[src/rtl/prog_lut_pkg.sv]
// prog_lut_pkg: shared types and default constants for the programmable LUT array.
//   state_e          - configuration FSM state (UNCFG: some table unloaded, RUN: all loaded)
//   N_IN_DEFAULT     - default number of Boolean inputs
//   N_OUT_DEFAULT    - default number of output functions
//   OUT_REG_DEFAULT  - default output stage style (1 = registered)
package prog_lut_pkg;

    localparam int unsigned N_IN_DEFAULT    = 2;
    localparam int unsigned N_OUT_DEFAULT   = 6;
    localparam int unsigned OUT_REG_DEFAULT = 1;

    typedef enum logic [0:0] {
        UNCFG = 1'b0,
        RUN   = 1'b1
    } state_e;

endpackage

[src/rtl/prog_lut_array_lut_row.sv]
// lut_row: one programmable truth-table row and its minterm multiplexer.
// Ports:
//   clk, rst  - clock, asynchronous active-high reset
//   wr_en     - load wr_tt into the row
//   clr       - clear the row to all zeros (wins over wr_en)
//   wr_tt     - truth table, bit k = function value for minterm k
//   sel_x     - input vector selecting the minterm
//   f         - table value at minterm sel_x
module lut_row #(
    parameter int unsigned N_IN = 2
) (
    input  logic                 clk,
    input  logic                 rst,
    input  logic                 wr_en,
    input  logic                 clr,
    input  logic [2**N_IN-1:0]   wr_tt,
    input  logic [N_IN-1:0]      sel_x,
    output logic                 f
);

    logic [2**N_IN-1:0] tt_q;

    always_ff @(posedge clk or posedge rst) begin
        if (rst) begin
            tt_q <= '0;
        end else if (clr) begin
            tt_q <= '0;
        end else if (wr_en) begin
            tt_q <= wr_tt;
        end
    end

    assign f = tt_q[sel_x];

endmodule

[src/rtl/prog_lut_array.sv]
// prog_lut_array: N_OUT programmable Boolean functions of N_IN inputs with
// ready/valid configuration and evaluation interfaces.
// Ports:
//   clk, rst                      - clock, asynchronous active-high reset
//   cfg_valid/cfg_ready           - table write handshake (cfg_sel, cfg_tt)
//   cfg_clr                       - clears all tables and loaded flags
//   in_valid/in_ready, in_x       - evaluation request
//   out_valid/out_ready, out_f    - evaluation result, bit j = table[j][in_x]
//   all_loaded                    - every table written since last clear/reset
//   out_par                       - XOR of out_f, present only with PROG_LUT_PARITY_EN
// Build option: define PROG_LUT_PARITY_EN to add the out_par output.
module prog_lut_array
    import prog_lut_pkg::*;
#(
    parameter int unsigned N_IN    = N_IN_DEFAULT,
    parameter int unsigned N_OUT   = N_OUT_DEFAULT,
    parameter int unsigned OUT_REG = OUT_REG_DEFAULT
) (
    input  logic                                     clk,
    input  logic                                     rst,
    input  logic                                     cfg_valid,
    output logic                                     cfg_ready,
    input  logic [$clog2(N_OUT > 1 ? N_OUT : 2)-1:0] cfg_sel,
    input  logic [2**N_IN-1:0]                       cfg_tt,
    input  logic                                     cfg_clr,
    input  logic                                     in_valid,
    output logic                                     in_ready,
    input  logic [N_IN-1:0]                          in_x,
    output logic                                     out_valid,
    input  logic                                     out_ready,
    output logic [N_OUT-1:0]                         out_f,
    output logic                                     all_loaded
`ifdef PROG_LUT_PARITY_EN
    ,
    output logic                                     out_par
`endif
);

    state_e             state_q;
    logic [N_OUT-1:0]   loaded_q;
    logic [N_OUT-1:0]   loaded_d;
    logic [N_OUT-1:0]   wr_en;
    logic [N_OUT-1:0]   lut_f;
    logic               cfg_fire;
    logic               run;

    assign run        = (state_q == RUN);
    assign all_loaded = run;
    // A pending result blocks writes so it can never mix old and new tables.
    assign cfg_ready  = !out_valid;
    // A same-cycle clear drops the write.
    assign cfg_fire   = cfg_valid && cfg_ready && !cfg_clr;

    // Out-of-range selects match no row and are silently ignored.
    always_comb begin
        wr_en = '0;
        for (int j = 0; j < int'(N_OUT); j++) begin
            wr_en[j] = cfg_fire && (32'(cfg_sel) == j);
        end
        loaded_d = cfg_clr ? '0 : (loaded_q | wr_en);
    end

    always_ff @(posedge clk or posedge rst) begin
        if (rst) begin
            state_q  <= UNCFG;
            loaded_q <= '0;
        end else begin
            loaded_q <= loaded_d;
            if (cfg_clr) begin
                state_q <= UNCFG;
            end else if (&loaded_d) begin
                state_q <= RUN;
            end
        end
    end

    for (genvar j = 0; j < int'(N_OUT); j++) begin : g_row
        lut_row #(
            .N_IN(N_IN)
        ) u_row (
            .clk   (clk),
            .rst   (rst),
            .wr_en (wr_en[j]),
            .clr   (cfg_clr),
            .wr_tt (cfg_tt),
            .sel_x (in_x),
            .f     (lut_f[j])
        );
    end

    if (OUT_REG != 0) begin : g_out_reg
        logic             valid_q;
        logic [N_OUT-1:0] f_q;
        logic             in_fire;

        assign in_ready = run && !cfg_valid && (!valid_q || out_ready);
        assign in_fire  = in_valid && in_ready;

        always_ff @(posedge clk or posedge rst) begin
            if (rst) begin
                valid_q <= 1'b0;
                f_q     <= '0;
            end else if (in_fire) begin
                valid_q <= 1'b1;
                f_q     <= lut_f;
            end else if (out_ready) begin
                valid_q <= 1'b0;
            end
        end

        assign out_valid = valid_q;
        assign out_f     = f_q;
    end else begin : g_out_comb
        // Same handshake with the register removed; out_valid never depends on in_ready.
        assign out_valid = in_valid && run && !cfg_valid;
        assign in_ready  = run && !cfg_valid && (!in_valid || out_ready);
        assign out_f     = out_valid ? lut_f : '0;
    end

`ifdef PROG_LUT_PARITY_EN
    assign out_par = ^out_f;
`endif

endmodule

[config.mk]
export PLATFORM = sky130hd
export DESIGN_NAME = prog_lut_array
export DESIGN_NICKNAME = d
export VERILOG_FILES = /design/src/rtl/prog_lut_pkg.sv /design/src/rtl/prog_lut_array_lut_row.sv /design/src/rtl/prog_lut_array.sv
export SDC_FILE = /design/constraint.sdc
export NUM_CORES = 1
export LEC_CHECK = 0
export CORE_ASPECT_RATIO = 0.5
export CORE_MARGIN = 2
export CORE_UTILIZATION = 40
export CTS_BUF_LIST = sky130_fd_sc_hd__clkbuf_8 sky130_fd_sc_hd__clkbuf_16
export DETAILED_ROUTE_END_ITERATION = 10
export PLACE_DENSITY_LB_ADDON = 0.15
export SLEW_MARGIN = 20
export SYNTH_ARGS = -nofsm -noshare
export SYNTH_HDL_FRONTEND = slang
export SYNTH_SLANG_ARGS = --single-unit
[constraint.sdc]
create_clock -name clk -period 2.47 [get_ports clk]
set_clock_uncertainty 0.1 [all_clocks]
set_input_delay 0.6175 -clock clk [delete_from_list [all_inputs] [get_ports clk]]
set_output_delay 0.6175 -clock clk [all_outputs]
set_load 0.05 [all_outputs]
; ---- Word-level counts from Yosys, hierarchy flattened
; Index checks and enable logic that the tools add are counted.
[totals]
word_cells = 71
in_bits = 15
out_inout_bits = 10
reg_bits = 38
[classes]
mux = 29
reduce_logical = 25
n_eq_ne = 5
n_lt_le_gt_ge = 1
bitwise_logic = 1
[ops]
columns = operator, n
row1 = two-way mux 4 bit, 12
row2 = nonzero test 2 bit, 8
row3 = binary-select mux 1 bit (select 2 bit), 6
row4 = logical AND 1 bit, 11
row5 = two-way mux 1 bit, 10
row6 = "== test 3 x 2 -> 1 bit, second input constant", 2
row7 = "== test 3 bit, second input constant", 2
row8 = two-way mux 6 bit, 1
row9 = OR 6 bit, 1
row10 = AND reduction 6 bit, 1
row11 = "== test 3 x 1 -> 1 bit, second input constant", 1
row12 = logical NOT 1 bit, 3
row13 = logical NOT 3 bit, 1
row14 = "less-than comparator 2 x 3 -> 1 bit, second input constant", 1
row15 = logical OR 1 bit, 1

; ---- Logic depth before layout (Yosys ltp)
; Gate-level depths: netlist of run 1.
[logic_depth]
word_depth = 9
depth_mapped = 5
mapped_depth_nobuf = 4

; ---- Modules after synthesis
; Synthesis of run 1 repeated with hierarchy kept, for this count alone.
[unflattened]
cells_unflattened = 150
hier_area_um2 = 1790.5
[modules_own_cells]
columns = mod, cells_each, area_per_inst_um2, n_inst
row1 = lut_row, 15, 186.4, 6
row2 = prog_lut_array, 60, 671.9, 1

; ---- Worst setup path after synthesis of run 1
; Ideal clock, no wire load.
[synth_timing]
path_type = register -> register
start = register g_out_reg.valid_q (netlist: out_valid)
end = register g_out_reg.f_q[0] (netlist: out_f[0])
setup_time_ps = 125
t_required_ps = 2245
path_buffers = 0
arrival_ps = 2207
path_stages_with_launch = 5
slack_ps = 38
cell_sequence = dfrtp_1 inv_1 o211a_1 nand2_1 mux2_2
[synth_between]
elab_chain_len = 4
[synth_rtl]
columns = item, line
row1 = start: declaration, prog_lut_array.sv:92  ; logic valid_q;
row2 = start signal: assignment, prog_lut_array.sv:101  ; valid_q <= 1'b0;
row3 = start signal: assignment, prog_lut_array.sv:104  ; valid_q <= 1'b1;
row4 = start signal: assignment, prog_lut_array.sv:107  ; valid_q <= 1'b0;
row5 = logical NOT 1 bit, n/a
row6 = via cfg_ready, prog_lut_array.sv:22  ; output logic cfg_ready,
row7 = logical OR 1 bit, prog_lut_array.sv:96  ; assign in_ready = run && !cfg_valid && (!valid_q || out_ready);
row8 = logical AND 1 bit, prog_lut_array.sv:96
row9 = via in_ready, prog_lut_array.sv:27  ; output logic in_ready,
row10 = logical AND 1 bit, prog_lut_array.sv:97  ; assign in_fire = in_valid && in_ready;
row11 = end signal: assignment, prog_lut_array.sv:105  ; f_q <= lut_f;
row12 = end: declaration, prog_lut_array.sv:93  ; logic [N_OUT-1:0] f_q;
; The timed path passes the listed nets, and every way through them passes these cells.
; A chain may end at the register's enable or synchronous reset.

; ---- Worst setup path in the final report of run 1
[layout_timing]
start = register g_out_reg.valid_q (netlist: out_valid)
end = output cfg_ready
[layout_between]
elab_chain_len = 1
[layout_rtl]
columns = item, line
row1 = logical NOT 1 bit, prog_lut_array.sv:50  ; assign cfg_ready = !out_valid;
row2 = end: declaration, prog_lut_array.sv:22
; Every way passes these cells.

==> reports/qor.csv, run 1 <==
metric,value,unit
Yosys top cell area share,0.552,
multiplexer area fraction after synthesis,0.171,
total clock sinks,38,
clk slew on worst S/H paths,0.07,ns
critical path's top delay family,buffers and inverters,
"Hold Violations, Final",0,
FP Rows,16,
Routed wire per std cell,14.4,µm
via count,1246,
Root Buffer,clkbuf_8,
Synthesis Warnings,0,
Post-Synth Simple-Gate Area,0.163,
die area,0.00488,mm²
gpl congestion,0.740,
Hold WS,0.392,ns
Rel. slew slack,0.669,
combinational share of power,0.088,
post_cts resized,0,
DRC Markers,0,
Iter 0 DRT Violations,60,
Clk network pwr share,0.373,
Synth Area in XOR/XNOR,0,
switching fraction of total power,0.236,
fin. max-slew vios,0,
RSZ-0062 raised after global routing,no,
fin nets,205,
Pwr Density,538,mW/mm²
top post-synthesis cells by area,"dfrtp_1 (55%), mux4_2 (7.8%), nand3_1 (6.1%)",
Worst EP required,1.75,ns
Tot Pwr,0.00118,W
part of the cycle the worst path needs,0.949,
Placed Cells,237,
port bufs,24,
Post-CTS Hold Buffers,0,
Die H,50.4,µm
antenna fix cells,0,
"area leader, netlist",dfrtp_1,
complex-gate fraction of the synthesized area,0.0704,
Via density,5.09,
vias in the first global route,1219,
Yosys cell types,26,
Syn Std Cell Area,0.00172,mm²
Max Cap Viol,0,
VDD IR-drop max,0.000263,V
GR Util All Layers,0.165,
Syn-to-layout area delta,27.7,%
"Avg Cell Area, Syn",11.2,µm²
clk_lat worst skew,0.29,ns
Worst Tran Pin Value,0.494,ns
sequential fraction of the synthesis area,0.552,
final WL,3520,µm
fmax,427,MHz
CTS tree,done,
outcome,"finished, final reports clean",
Internal,0.000904,W
antenna violations before repair,0,
Cells after Synth,154,
Hold Path Class,flop to flop,
largest family of logic cells by synthesized area,multiplexers,
"Worst Path Class, Setup",flop to primary output,
adder-cell area share of the yosys netlist,0,
Antenna Nets Post-Route,0,
"commonest non-fill, non-tap cell in the layout",dfrtp_1,
core area,0.00402,mm²
CP max stage delay,0.80,ns
first-pass GRT wire length,6080,µm
Arrival @ worst endpoint,1.63,ns
fin cells,245,
syn nets,169,
Post-CTS Setup Bufs,0,
critical-path maximum fanout,4,
die extent in x,96.8,µm
most frequent cells in the layout,"dfrtp_1 (38), clkdlybuf4s50_1 (23), nand3_1 (21)",
TritonRoute pass-1 iters,4,
register share of total power,0.539,
layout cells sized above 1,0.183,
hpwl dp,2570,µm
startpoint types,flop,
Ports,25,
Clock Path Buffers,2,
leakage power,1.08,nW
CP max-delay cell,clkdlybuf4s50_1,
Worst Path Buf+Inv,2,
Setup TNS,0,ns
Layout Utilization,0.547,
gr ovfl total,0,
CP Cell Sequence,inv_1 -> clkdlybuf4s50_1,
Initial Utilization,0.428,
switching power total,0.000279,W
largest net degree at the start of global routing,39,
fin crit period,2.34,ns
TritonCTS buffer count,5,
# setup viols final,0,
# H-tree levels,2,
Crit. End Element,primary output,
Seq cells post-synth,38,
-- power by group through the flow --
| stage | combinational, W | clock (W) | sequential, W |
|---|---|---|---|
| 2_1_floorplan | 0.0000485 | 0 | 0.000648 |
| 3_3_place_gp | 0.000105 | 0 | 0.000649 |
| 3_5_place_dp | 0.000106 | 0 | 0.000649 |
| 4_1_cts | 0.000106 | 0.000457 | 0.000637 |
| 5_1_grt | 0.000116 | 0.000480 | 0.000638 |
| 6_report | 0.000104 | 0.000442 | 0.000637 |
-- Yosys cell counts --
library cell and n:
a21o_1 1, clkbuf_1 3, buf_4 1, a32oi_1 1, mux2_2 7, buf_2 1, nand3_1 21, a21oi_1 2
o211a_1 1, nor3b_2 1, and3_1 1, nand3b_1 1, mux2i_1 8, a2bb2oi_1 1, o22ai_1 1, mux4_2 6
nor2_1 9, nor2b_1 1, clkinv_1 1, nand2_1 20, a32o_1 1, o21ai_0 12, nand3_2 1, inv_1 13
dfrtp_1 38, nor4b_4 1
-- stage by stage --
| step | setup WS (ns) | instance area (µm²) |
|---|---|---|
| 2_1_floorplan | 0.0382 | 1720 |
| 3_3_place_gp | 0.171 | 2100 |
| 3_5_place_dp | 0.135 | 2100 |
| 4_1_cts | 0.106 | 2200 |
| 5_1_grt | 0.0432 | 2200 |
| 6_report | 0.127 | 2200 |
-- area by class of cell --
| cell class | instances | area [µm²] |
|---|---|---|
| Clock buffer | 6 | 82.6 |
| Tap cell | 54 | 67.6 |
| Fill cell | 356 | 1820 |
| Timing Repair Buffer | 34 | 338 |
| Inverter | 14 | 52.6 |
| Sequential cell | 38 | 951 |
| Multi-Input combinational cell | 97 | 696 |
| Clock inverter | 2 | 12.5 |
-- worst register-to-register path, cell delays in order, from the launching register on --
cell and delay [ns]:
dfrtp_1 0.44, inv_1 0.09, o211a_1 0.27, nand2_1 0.36, mux2_2 0.38
-- routing by layer --
layer / track usage / vias to the layer above / part of all wire
li1: - / 605 / -
met1: 0.228 / 613 / 0.52
met2: 0.259 / 26 / 0.44
met3: 0.0418 / 2 / 0.035
met4: 0.0493 / 0 / 0.0062
met5: 0 / - / 0
-- final timing paths --
kind	startpoint	end	slack [ns]	cells past startpoint
min reg2reg	loaded_q[3]	loaded_q[3]	0.39	1
max	out_valid	cfg_ready	0.13	2
min	loaded_q[3]	loaded_q[3]	0.39	1
max reg2reg	out_valid	out_f[4]	0.72	4
min in group asynchronous	rst	out_f[2]	0.65	3
max in group asynchronous	rst	g_row[4].u_row.tt_q[2]	1.28	3
-- kinds of logic (layout without fill, tap and decap cells) --
| group | after synthesis | in the layout |
|---|---|---|
| AOI/OAI and AO/OA | 20 | 20 |
| buffers and inverters | 19 | 56 |
| muxes | 21 | 21 |
| DFF | 38 | 38 |
| and+or+nand+nor | 56 | 56 |
-- registers in the layout (all words and copies together), names as in the netlist --
signal and count:
all_loaded 1, g_row.u_row.tt_q 24, loaded_q 6, out_f 6, out_valid 1
Power figures use the tool's default switching activity.
==> run 2, diff against run 1 <==
--- a/config.mk
+++ b/config.mk
@@ -11,7 +11,7 @@
 export CTS_BUF_LIST = sky130_fd_sc_hd__clkbuf_8 sky130_fd_sc_hd__clkbuf_16
 export DETAILED_ROUTE_END_ITERATION = 10
 export PLACE_DENSITY_LB_ADDON = 0.15
-export SLEW_MARGIN = 20
+export SLEW_MARGIN = 25
 export SYNTH_ARGS = -nofsm -noshare
 export SYNTH_HDL_FRONTEND = slang
 export SYNTH_SLANG_ARGS = --single-unit
==> constraint.sdc (replaced) <==
create_clock -name clk -period 3 [get_ports clk]
set_clock_uncertainty 0.1 [all_clocks]
set_input_delay 0.75 -clock clk [delete_from_list [all_inputs] [get_ports clk]]
set_output_delay 0.75 -clock clk [all_outputs]
set_load 0.02 [all_outputs]
==> reports/qor.csv, run 2 (synthesis results as in run 1) <==
metric,value,unit
outcome,"finished, final reports clean",
startpoint types,input port,
core area,0.00402,mm²
Clock Path Buffers,2,
Worst Tran Pin Value,0.502,ns
fin nets,200,
gpl congestion,0.733,
area of the multi-input gates,696,µm²
DRC Markers,0,
Worst EP required,2.15,ns
clk_lat worst skew,0.29,ns
Met2 Routed Length,1640,µm
largest net degree at the start of global routing,39,
wl on met1,1810,µm
Hold Path Origin,loaded_q[3],
"Worst Path Class, Setup",input port to primary output,
Hold Path Class,flop to flop,
CP Cell Sequence,clkdlybuf4s50_1 -> inv_1 -> o211a_1 -> clkdlybuf4s50_1,
Crit. End Element,primary output,
# setup viols final,0,
FP Rows,16,
start point of the critical path,cfg_valid,
Arrival @ worst endpoint,2.00,ns
uppermost layer routed,met4,
layout cells sized above 1,0.141,
"commonest non-fill, non-tap cell in the layout",dfrtp_1,
# H-tree levels,2,
Placed Cells,232,
number of flip-flops under the largest register name,24,
Via density,5.17,
most frequent cells in the layout,"dfrtp_1 (38), clkdlybuf4s50_1 (24), nand3_1 (21)",
Tot Pwr,0.000932,W
post_cts resized,0,
critical path's top delay family,buffers and inverters,
fillers,360,
critical-path maximum fanout,3,
part of the cycle the worst path needs,0.951,
Max Cap Viol,0,
fin crit period,2.85,ns
die extent in x,96.8,µm
Pwr Density,439,mW/mm²
Syn-to-layout area delta,23.1,%
Iter 0 DRT Violations,54,
CP max-delay cell,clkdlybuf4s50_1,
cell mode on critical path,clkdlybuf4s50_1,
Worst Path Buf+Inv,3,
Setup TNS,0,ns
Rel. slew slack,0.664,
hpwl dp,2540,µm
Biggest register,g_row.u_row.tt_q,
met3 wire length,186,µm
Ports,25,
vias in the first global route,1219,
port bufs,24,
CP max stage delay,0.60,ns
fin. max-slew vios,0,
gr ovfl total,0,
Root Buffer,clkbuf_8,
RSZ-0062 raised after global routing,no,
fmax,351,MHz
Register Area,951,µm²
antenna violations before repair,0,
Die H,50.4,µm
TritonRoute pass-1 iters,4,
via count,1236,
CTS tree,done,
"Hold Violations, Final",0,
Routed wire per std cell,15.4,µm
leakage power,1.05,nW
Antenna Nets Post-Route,0,
total clock sinks,38,
clk slew on worst S/H paths,0.07,ns
first-pass GRT wire length,6180,µm
antenna fix cells,0,
Initial Utilization,0.428,
fin cells,239,
die area,0.00488,mm²
Post-CTS Hold Buffers,0,
VDD IR-drop max,0.000196,V
final WL,3690,µm
reg2reg start,out_valid,
GR Util All Layers,0.168,
Post-CTS Setup Bufs,0,
TritonCTS buffer count,5,
[run 2: changes by cell type in the layout (fill, tap and decap cells not counted)]
cell,delta
buf_12,-2
buf_4,-4
clkbuf_8,-1
clkdlybuf4s50_1,+1
clkinv_2,-1
clkinvlp_4,-1
inv_1,+2
[run 2: final timing paths]
kind / endpoint / depth (start not counted) / slack, ns
min in group asynchronous: out_f[2] / 3 / 0.78
hold reg to reg: loaded_q[3] / 1 / 0.39
hold / removal: loaded_q[3] / 1 / 0.39
setup reg to reg: out_f[4] / 4 / 1.28
setup / recovery: in_ready / 4 / 0.15
max in group asynchronous: g_row[4].u_row.tt_q[1] / 3 / 1.68
[run 2: cell type report]
class	instances	share of cell area
inverters	14	0.0248
repair buffers	29	0.131
well taps	54	0.0319
multi-input cells	97	0.328
clock inverters	2	0.00354
clock buffers	5	0.0324
flip-flops and latches	38	0.448
[run 2: per-layer routing]
layer	vias up	track usage
li1	595	-
met1	605	0.226
met2	31	0.270
met3	5	0.0418
met4	0	0.0634
met5	-	0
[run 2: stage by stage]
step / worst slack (ns) / util / instance area [µm²] / hold WS (ns)
after CTS: 0.143 / 0.527 / 2120 / 0.395
after floorplan: 0.908 / - / 1720 / 0.350
final: 0.148 / 0.527 / 2120 / 0.390
after detailed placement: 0.146 / 0.508 / 2040 / 0.374
after global routing: 0.0671 / 0.527 / 2120 / 0.432
after global placement: 0.149 / 0.508 / 2040 / 0.369
[run 2: power by group]
group	internal (W)	total (W)	switching, W
clock	0.000153	0.000326	0.000173
sequential	0.000520	0.000525	0.00000449
combinational	0.0000352	0.0000808	0.0000456
[run 2: worst register-to-register path: stages, from the launching register on]
cell	delay, ns
dfrtp_1	0.45
inv_1	0.09
o211a_1	0.24
nand2_1	0.33
mux2_2	0.40
